## config.mk

```make
export PLATFORM = sky130hd
export DESIGN_NAME = mfunc_reg_bank
export DESIGN_NICKNAME = d
export VERILOG_FILES = /design/src/rtl/mfunc_reg_bank.sv
export SDC_FILE = /design/constraint.sdc
export NUM_CORES = 1
export LEC_CHECK = 0
export CAP_MARGIN = 25
export CORE_MARGIN = 2
export CORE_UTILIZATION = 49
export CTS_CLUSTER_SIZE = 12
export DETAILED_ROUTE_END_ITERATION = 10
export PLACE_DENSITY_LB_ADDON = 0.15
export SLEW_MARGIN = 20
export SYNTH_ARGS = -nofsm -noshare
export SYNTH_HDL_FRONTEND = slang
export SYNTH_SLANG_ARGS = --single-unit
```

## constraint.sdc

```tcl
create_clock -name clk -period 2.9 [get_ports clk]
set_clock_uncertainty 0.1 [all_clocks]
set_input_delay 0.725 -clock clk [delete_from_list [all_inputs] [get_ports clk]]
set_output_delay 0.725 -clock clk [all_outputs]
set_load 0.01 [all_outputs]
```

## src/rtl/mfunc_reg_bank.sv

```systemverilog
// mfunc_reg_bank: parametrised control/status register bank.
//   - NUM_RW byte-enabled read/write control words with per-word reset values
//   - NUM_RO read-only status words, each bit through SYNC_STAGES flops
//   - write-1-to-clear interrupt status, enable mask and registered irq
//   - self-clearing command pulse register
// Ports:
//   clk, rst            clock, synchronous active-high reset
//   wr_en/rd_en, addr   access strobes and shared byte address
//   wr_data, wr_be      write data and byte enables
//   rd_data/rd_valid/rd_err   registered read response (one cycle after rd_en)
//   wr_err              pulse after a write to an unmapped or read-only address
//   rw_q                flattened RW register contents
//   ro_in               status inputs, may be asynchronous
//   irq_src, irq        level interrupt sources, registered interrupt request
//   cmd_pulse           one-cycle command bits
// Map (word aligned): RW 0x000+4i, RO 0x100+4j, IRQ_STAT 0x200,
//   IRQ_EN 0x204, CMD 0x208.

// One byte-enabled RW control word.
module mfunc_rw_word #(
  parameter int               DATA_W = 32,
  parameter logic [DATA_W-1:0] RST   = '0
) (
  input  logic              clk,
  input  logic              rst,
  input  logic              we,
  input  logic [DATA_W-1:0] be_mask,
  input  logic [DATA_W-1:0] wdata,
  output logic [DATA_W-1:0] q
);
  always_ff @(posedge clk) begin
    if (rst)     q <= RST;
    else if (we) q <= (q & ~be_mask) | (wdata & be_mask);
  end
endmodule

module mfunc_reg_bank #(
  parameter int ADDR_W      = 12,
  parameter int DATA_W      = 32,
  parameter int NUM_RW      = 4,
  parameter int NUM_RO      = 2,
  parameter int IRQ_W       = 8,
  parameter int SYNC_STAGES = 2,
  parameter logic [NUM_RW*DATA_W-1:0] RST_VAL = '0
) (
  input  logic                     clk,
  input  logic                     rst,
  input  logic                     wr_en,
  input  logic                     rd_en,
  input  logic [ADDR_W-1:0]        addr,
  input  logic [DATA_W-1:0]        wr_data,
  input  logic [DATA_W/8-1:0]      wr_be,
  output logic [DATA_W-1:0]        rd_data,
  output logic                     rd_valid,
  output logic                     rd_err,
  output logic                     wr_err,
  output logic [NUM_RW*DATA_W-1:0] rw_q,
  // With NUM_RO=0 a single dummy word keeps the port width legal.
  input  logic [((NUM_RO > 0) ? NUM_RO : 1)*DATA_W-1:0] ro_in,
  input  logic [IRQ_W-1:0]         irq_src,
  output logic                     irq,
  output logic [DATA_W-1:0]        cmd_pulse
);
  localparam int BE_W  = DATA_W / 8;
  localparam int WA    = ADDR_W - 2;
  localparam int RO_BW = ((NUM_RO > 0) ? NUM_RO : 1) * DATA_W;

  // Word-index decode constants (byte address >> 2).
  localparam logic [WA-1:0] W_RW_END = WA'(NUM_RW);
  localparam logic [WA-1:0] W_RO     = WA'(64);
  localparam logic [WA-1:0] W_RO_END = WA'(64 + NUM_RO);
  localparam logic [WA-1:0] W_STAT   = WA'(128);
  localparam logic [WA-1:0] W_EN     = WA'(129);
  localparam logic [WA-1:0] W_CMD    = WA'(130);

  logic [WA-1:0]     word;
  logic              addr_unused;
  logic              hit_rw, hit_ro, hit_stat, hit_en, hit_cmd, mapped;
  logic [DATA_W-1:0] be_mask;
  logic [DATA_W-1:0] rd_mux;

  logic [SYNC_STAGES-1:0][RO_BW-1:0] ro_sync;
  logic [IRQ_W-1:0]  irq_prev, irq_stat, irq_en, irq_clr;

  assign word        = addr[ADDR_W-1:2];
  assign addr_unused = ^addr[1:0];

  assign hit_rw   = (word < W_RW_END);
  assign hit_ro   = (word >= W_RO) && (word < W_RO_END);
  assign hit_stat = (word == W_STAT);
  assign hit_en   = (word == W_EN);
  assign hit_cmd  = (word == W_CMD);
  assign mapped   = hit_rw | hit_ro | hit_stat | hit_en | hit_cmd;

  genvar gb;
  generate
    for (gb = 0; gb < BE_W; gb++) begin : g_be
      assign be_mask[gb*8 +: 8] = {8{wr_be[gb]}};
    end
  endgenerate

  // RW control words
  genvar gr;
  generate
    for (gr = 0; gr < NUM_RW; gr++) begin : g_rw
      mfunc_rw_word #(
        .DATA_W (DATA_W),
        .RST    (RST_VAL[gr*DATA_W +: DATA_W])
      ) u_word (
        .clk     (clk),
        .rst     (rst),
        .we      (wr_en && (word == WA'(gr))),
        .be_mask (be_mask),
        .wdata   (wr_data),
        .q       (rw_q[gr*DATA_W +: DATA_W])
      );
    end
  endgenerate

  // RO synchroniser chain; the last stage is what software reads.
  always_ff @(posedge clk) begin
    if (rst) begin
      ro_sync <= '0;
    end else begin
      ro_sync[0] <= ro_in;
      for (int s = 1; s < SYNC_STAGES; s++) ro_sync[s] <= ro_sync[s-1];
    end
  end

  // Interrupts: edge detect on irq_src; a new edge beats a same-cycle W1C.
  assign irq_clr = (wr_en && hit_stat) ? (wr_data[IRQ_W-1:0] & be_mask[IRQ_W-1:0]) : '0;

  always_ff @(posedge clk) begin
    if (rst) begin
      irq_prev <= '0;
      irq_stat <= '0;
      irq_en   <= '0;
      irq      <= 1'b0;
    end else begin
      irq_prev <= irq_src;
      irq_stat <= (irq_stat & ~irq_clr) | (irq_src & ~irq_prev);
      if (wr_en && hit_en)
        irq_en <= (irq_en & ~be_mask[IRQ_W-1:0]) | (wr_data[IRQ_W-1:0] & be_mask[IRQ_W-1:0]);
      irq      <= |(irq_stat & irq_en);
    end
  end

  // Command pulses last exactly the cycle after the write.
  always_ff @(posedge clk) begin
    if (rst)                     cmd_pulse <= '0;
    else if (wr_en && hit_cmd)   cmd_pulse <= wr_data & be_mask;
    else                         cmd_pulse <= '0;
  end

  // Read mux sees pre-write state, so a same-cycle write is not visible.
  always_comb begin
    rd_mux = '0;
    for (int i = 0; i < NUM_RW; i++)
      if (word == WA'(i)) rd_mux = rw_q[i*DATA_W +: DATA_W];
    for (int j = 0; j < NUM_RO; j++)
      if (word == WA'(64 + j)) rd_mux = ro_sync[SYNC_STAGES-1][j*DATA_W +: DATA_W];
    if (hit_stat) rd_mux = DATA_W'(irq_stat);
    if (hit_en)   rd_mux = DATA_W'(irq_en);
  end

  always_ff @(posedge clk) begin
    if (rst) begin
      rd_data  <= '0;
      rd_valid <= 1'b0;
      rd_err   <= 1'b0;
      wr_err   <= 1'b0;
    end else begin
      rd_valid <= rd_en;
      rd_err   <= rd_en & ~mapped;
      if (rd_en) rd_data <= rd_mux;
      wr_err   <= wr_en & (~mapped | hit_ro);
    end
  end

endmodule

```

==> flow_metrics.env <==
export IMPL_post_cts_resized=0
export IMPL_cts_root_buf="clkbuf_16"
export IMPL_tightestPinTransition_ns=0.788
export IMPL_timing_setup_tns_ns=0
export IMPL_grt_first_pass_wirelength_um=57000
export IMPL_power_share_sequential=0.491
export IMPL_drt_first_pass_iters=6
export IMPL_netlist_area_mm2=0.0127
export IMPL_post_route_drc_count=0
export IMPL_asyncSetResetFlopFracSynth=0
export IMPL_synth_lib_cells_used_distinct=52
export IMPL_critPathRequiredTime_ns=3.23
export IMPL_finish_net_count=1822
export IMPL_cap_violations=0
export IMPL_powerDensity_mw_per_mm2=563
export IMPL_critical_path_startpoint_type="input pin"
export IMPL_grt_start_max_net_pins=176
export IMPL_cts_tree="built"
export IMPL_synth_area_leaders="dfxtp_1 (55%), nor2b_1 (8.0%), nand2_1 (6.5%), a21oi_1 (5.5%), nor2_1 (2.6%)"
export IMPL_final_weighted_congestion_in_routability_driven_placement=0.884
export IMPL_clkLatencyLatePin_ns=0.52
export IMPL_global_route_overflow_total=0
export IMPL_hp_class="flop to flop"
export IMPL_power_frac_comb=0.056
export IMPL_ys_seq_area_frac=0.547
export IMPL_synthesis_area_per_instance_um2=9.34
export IMPL_critical_path_most_common_cell="buf_4"
export IMPL_run_status="complete, no violations"
export IMPL_area_growth_syn_to_layout_pct=39.6
export IMPL_drt_total_wl_um=38100
export IMPL_timing_slew_headroom=0.475
export IMPL_clock_power_share=0.453
export IMPL_setup_viol=0
export IMPL_fp_dieW_um=165
export IMPL_max_freq_mhz=378
export IMPL_final_cells=2055
export IMPL_crit_chain="clkdlybuf4s50_1, or4_4, nor4_4, buf_4, buf_4, a221oi_1, o22ai_1"
export IMPL_ys_warn_count=0
export IMPL_post_route_cells_drive_above_1_share=0.0971
export IMPL_vertical_die_dimension_um=165
export IMPL_worstPathArrival_ns=2.98
export IMPL_clock_sinks=348
export IMPL_fillers=1994
export IMPL_clk_transition_reported_paths_ns=0.06
export IMPL_dp_cells=1994
export IMPL_rsz0062_at_grt="false"
export IMPL_ctsHoldBuffers=0
export IMPL_core_area_mm2=0.0258
export IMPL_final_period_utilization=0.912
export IMPL_antenna_violating_nets_post_route=0
export IMPL_number_of_flip_flops_and_latches_in_the_synthesized_netlist=348
export IMPL_antenna_found_initial=0
export IMPL_final_hold_viol_count=0
export IMPL_cell_type_with_the_largest_total_area_after_synthesis="dfxtp_1"
export IMPL_timing_worst_setup_path_type="input pin to flop"
export IMPL_intPower_mw=7.86
export IMPL_post_drt_wl_per_cell_um=18.5
export IMPL_layout_min_cycle_time_ns=2.64
export IMPL_synth_top_cell_area_share=0.547
export IMPL_drt_initial_violations=1055
export IMPL_worstSetupEndpointType="flop"
export IMPL_fin_total_pwr_mw=10.0
export IMPL_start_util=0.494
export IMPL_port_buffer_count=317
export IMPL_netSwitchingFraction=0.214
export IMPL_synth_nets=1487
export IMPL_numCtsBuffers=37
export IMPL_cpPeakStageDelay_ns=0.64
export IMPL_power_static_leakage_nw=6.57
export IMPL_clock_tree_htree_level_count=2
export IMPL_post_cts_repair_setup_buffers=0
export IMPL_die_area_mm2=0.0273
export IMPL_detailedPlacementHpwl_um=28300
export IMPL_syn_instance_count=1363
export IMPL_viasPerCell=5.32
export IMPL_power_net_switching_mw=2.14
export IMPL_report_final_slew_viol_count=0
export IMPL_track_usage=0.271
export IMPL_synth_edff_count=0
export IMPL_crit_path_top_delay_cell="or4_4"
export IMPL_cts_buffer_depth=3
export IMPL_grt_pass1_vias=9904
export IMPL_vdd_ir_drop_worst_v=0.000401
export IMPL_floorplan_rows=59
export IMPL_postSynth_topFlopCell="dfxtp_1"
export IMPL_ios=320
export IMPL_dr_total_vias=10900
export IMPL_critical_path_max_fanout=16
==> critical path: cells and delay by family <==
| kind | cells | cell delay, ns |
|---|---|---|
| AND/OR/NAND/NOR | 2 | 1.01 |
| AO/OA/AOI/OAI | 2 | 0.36 |
| buffers and inverters | 3 | 0.88 |
==> layout make-up <==
type	count	area (um^2)	share of cell area
flip-flops and latches	348	6970	0.392
multi-input cells	913	5350	0.301
repair buffers	387	3840	0.216
clock buffers	52	1010	0.0570
well taps	335	419	0.0236
clock inverters	8	141	0.00795
inverters	11	41.3	0.00232
diodes	1	2.50	0.000141
==> placed cells by master, fill, tap and decap left out, drive strengths merged, types with 3 or more instances in the layout <==
master and n:
dfxtp 348, clkdlybuf4s50 315, nand2 222, nor2b 163, a21oi 140, nor2 87
buf 72, clkbuf 52, mux2i 31, o21ai 31, and2 30, a22oi 29
mux2 23, o22ai 23, a221oi 22, a32oi 17, nand2b 16, nand3 15
inv 11, and3 8, or3 7, mux4 7, nor3 6, clkinv 5
a31oi 4, nor4 4, a41o 3, a21o 3, o31a 3, bufinv 3
==> cells by family (layout without fill, tap and decap cells) <==
kind of cell           count (synthesis)  in the layout  synth area share
buffers and inverters                102            458            0.0338
flip-flops                           348            348             0.547
other                                  0              1                 0
multiplexers                          61             61            0.0571
AO/OA/AOI/OAI                        286            286             0.138
AND/OR/NAND/NOR                      566            566             0.224
==> routing by layer <==
metal / global-route usage / wire [um] / share of wire / vias to the layer above
met4: 0.0862 / 1030 / 0.027 / 0
li1: - / - / - / 5304
met5: 0 / 0 / 0 / -
met3: 0.0519 / 3170 / 0.083 / 65
met2: 0.408 / 16700 / 0.44 / 473
met1: 0.394 / 17200 / 0.45 / 5086
==> through the flow <==
stage / area, um^2 / utilization / hold WS, ns / worst slack, ns
2_1_floorplan: 12700 / - / 0.314 / 0.387
3_3_place_gp: 16600 / 0.645 / 0.318 / -0.221
3_5_place_dp: 16600 / 0.645 / 0.320 / -0.225
4_1_cts: 17800 / 0.690 / 0.333 / 0.295
5_1_grt: 17800 / 0.690 / 0.348 / 0.153
6_report: 17800 / 0.690 / 0.331 / 0.255
==> final timing paths <==
path | startpoint | end | slack (ns) | cells past startpoint
min reg2reg | ro_sync[35] | ro_sync[99] | 0.33 | 1
max reg2reg | flop | rd_data[5] | 1.03 | 5
max | addr[7] | rd_data[12] | 0.26 | 7
min | ro_sync[35] | ro_sync[99] | 0.33 | 1
==> power by group through the flow <==
| stage | clock [mW] | combinational, mW | sequential (mW) |
|---|---|---|---|
| CTS | 4.62 | 0.560 | 4.91 |
| global placement | 0 | 0.552 | 5.01 |
| floorplan | 0 | 0.241 | 5.01 |
| finish | 4.53 | 0.564 | 4.91 |
| detailed placement | 0 | 0.556 | 5.02 |
| global route | 4.81 | 0.605 | 4.92 |
==> cell usage after synthesis (16+ instances only) <==
cell type	instances
mux2i_1	31
a221oi_1	22
nand2b_1	16
mux2_2	23
o22ai_1	23
nand2_1	222
o21ai_0	24
nor2b_1	163
a22oi_1	29
and2_1	30
a32oi_1	17
a21oi_1	140
buf_2	20
dfxtp_1	348
clkbuf_1	61
nor2_1	87
Note: power is estimated with default switching activity, not from simulation.
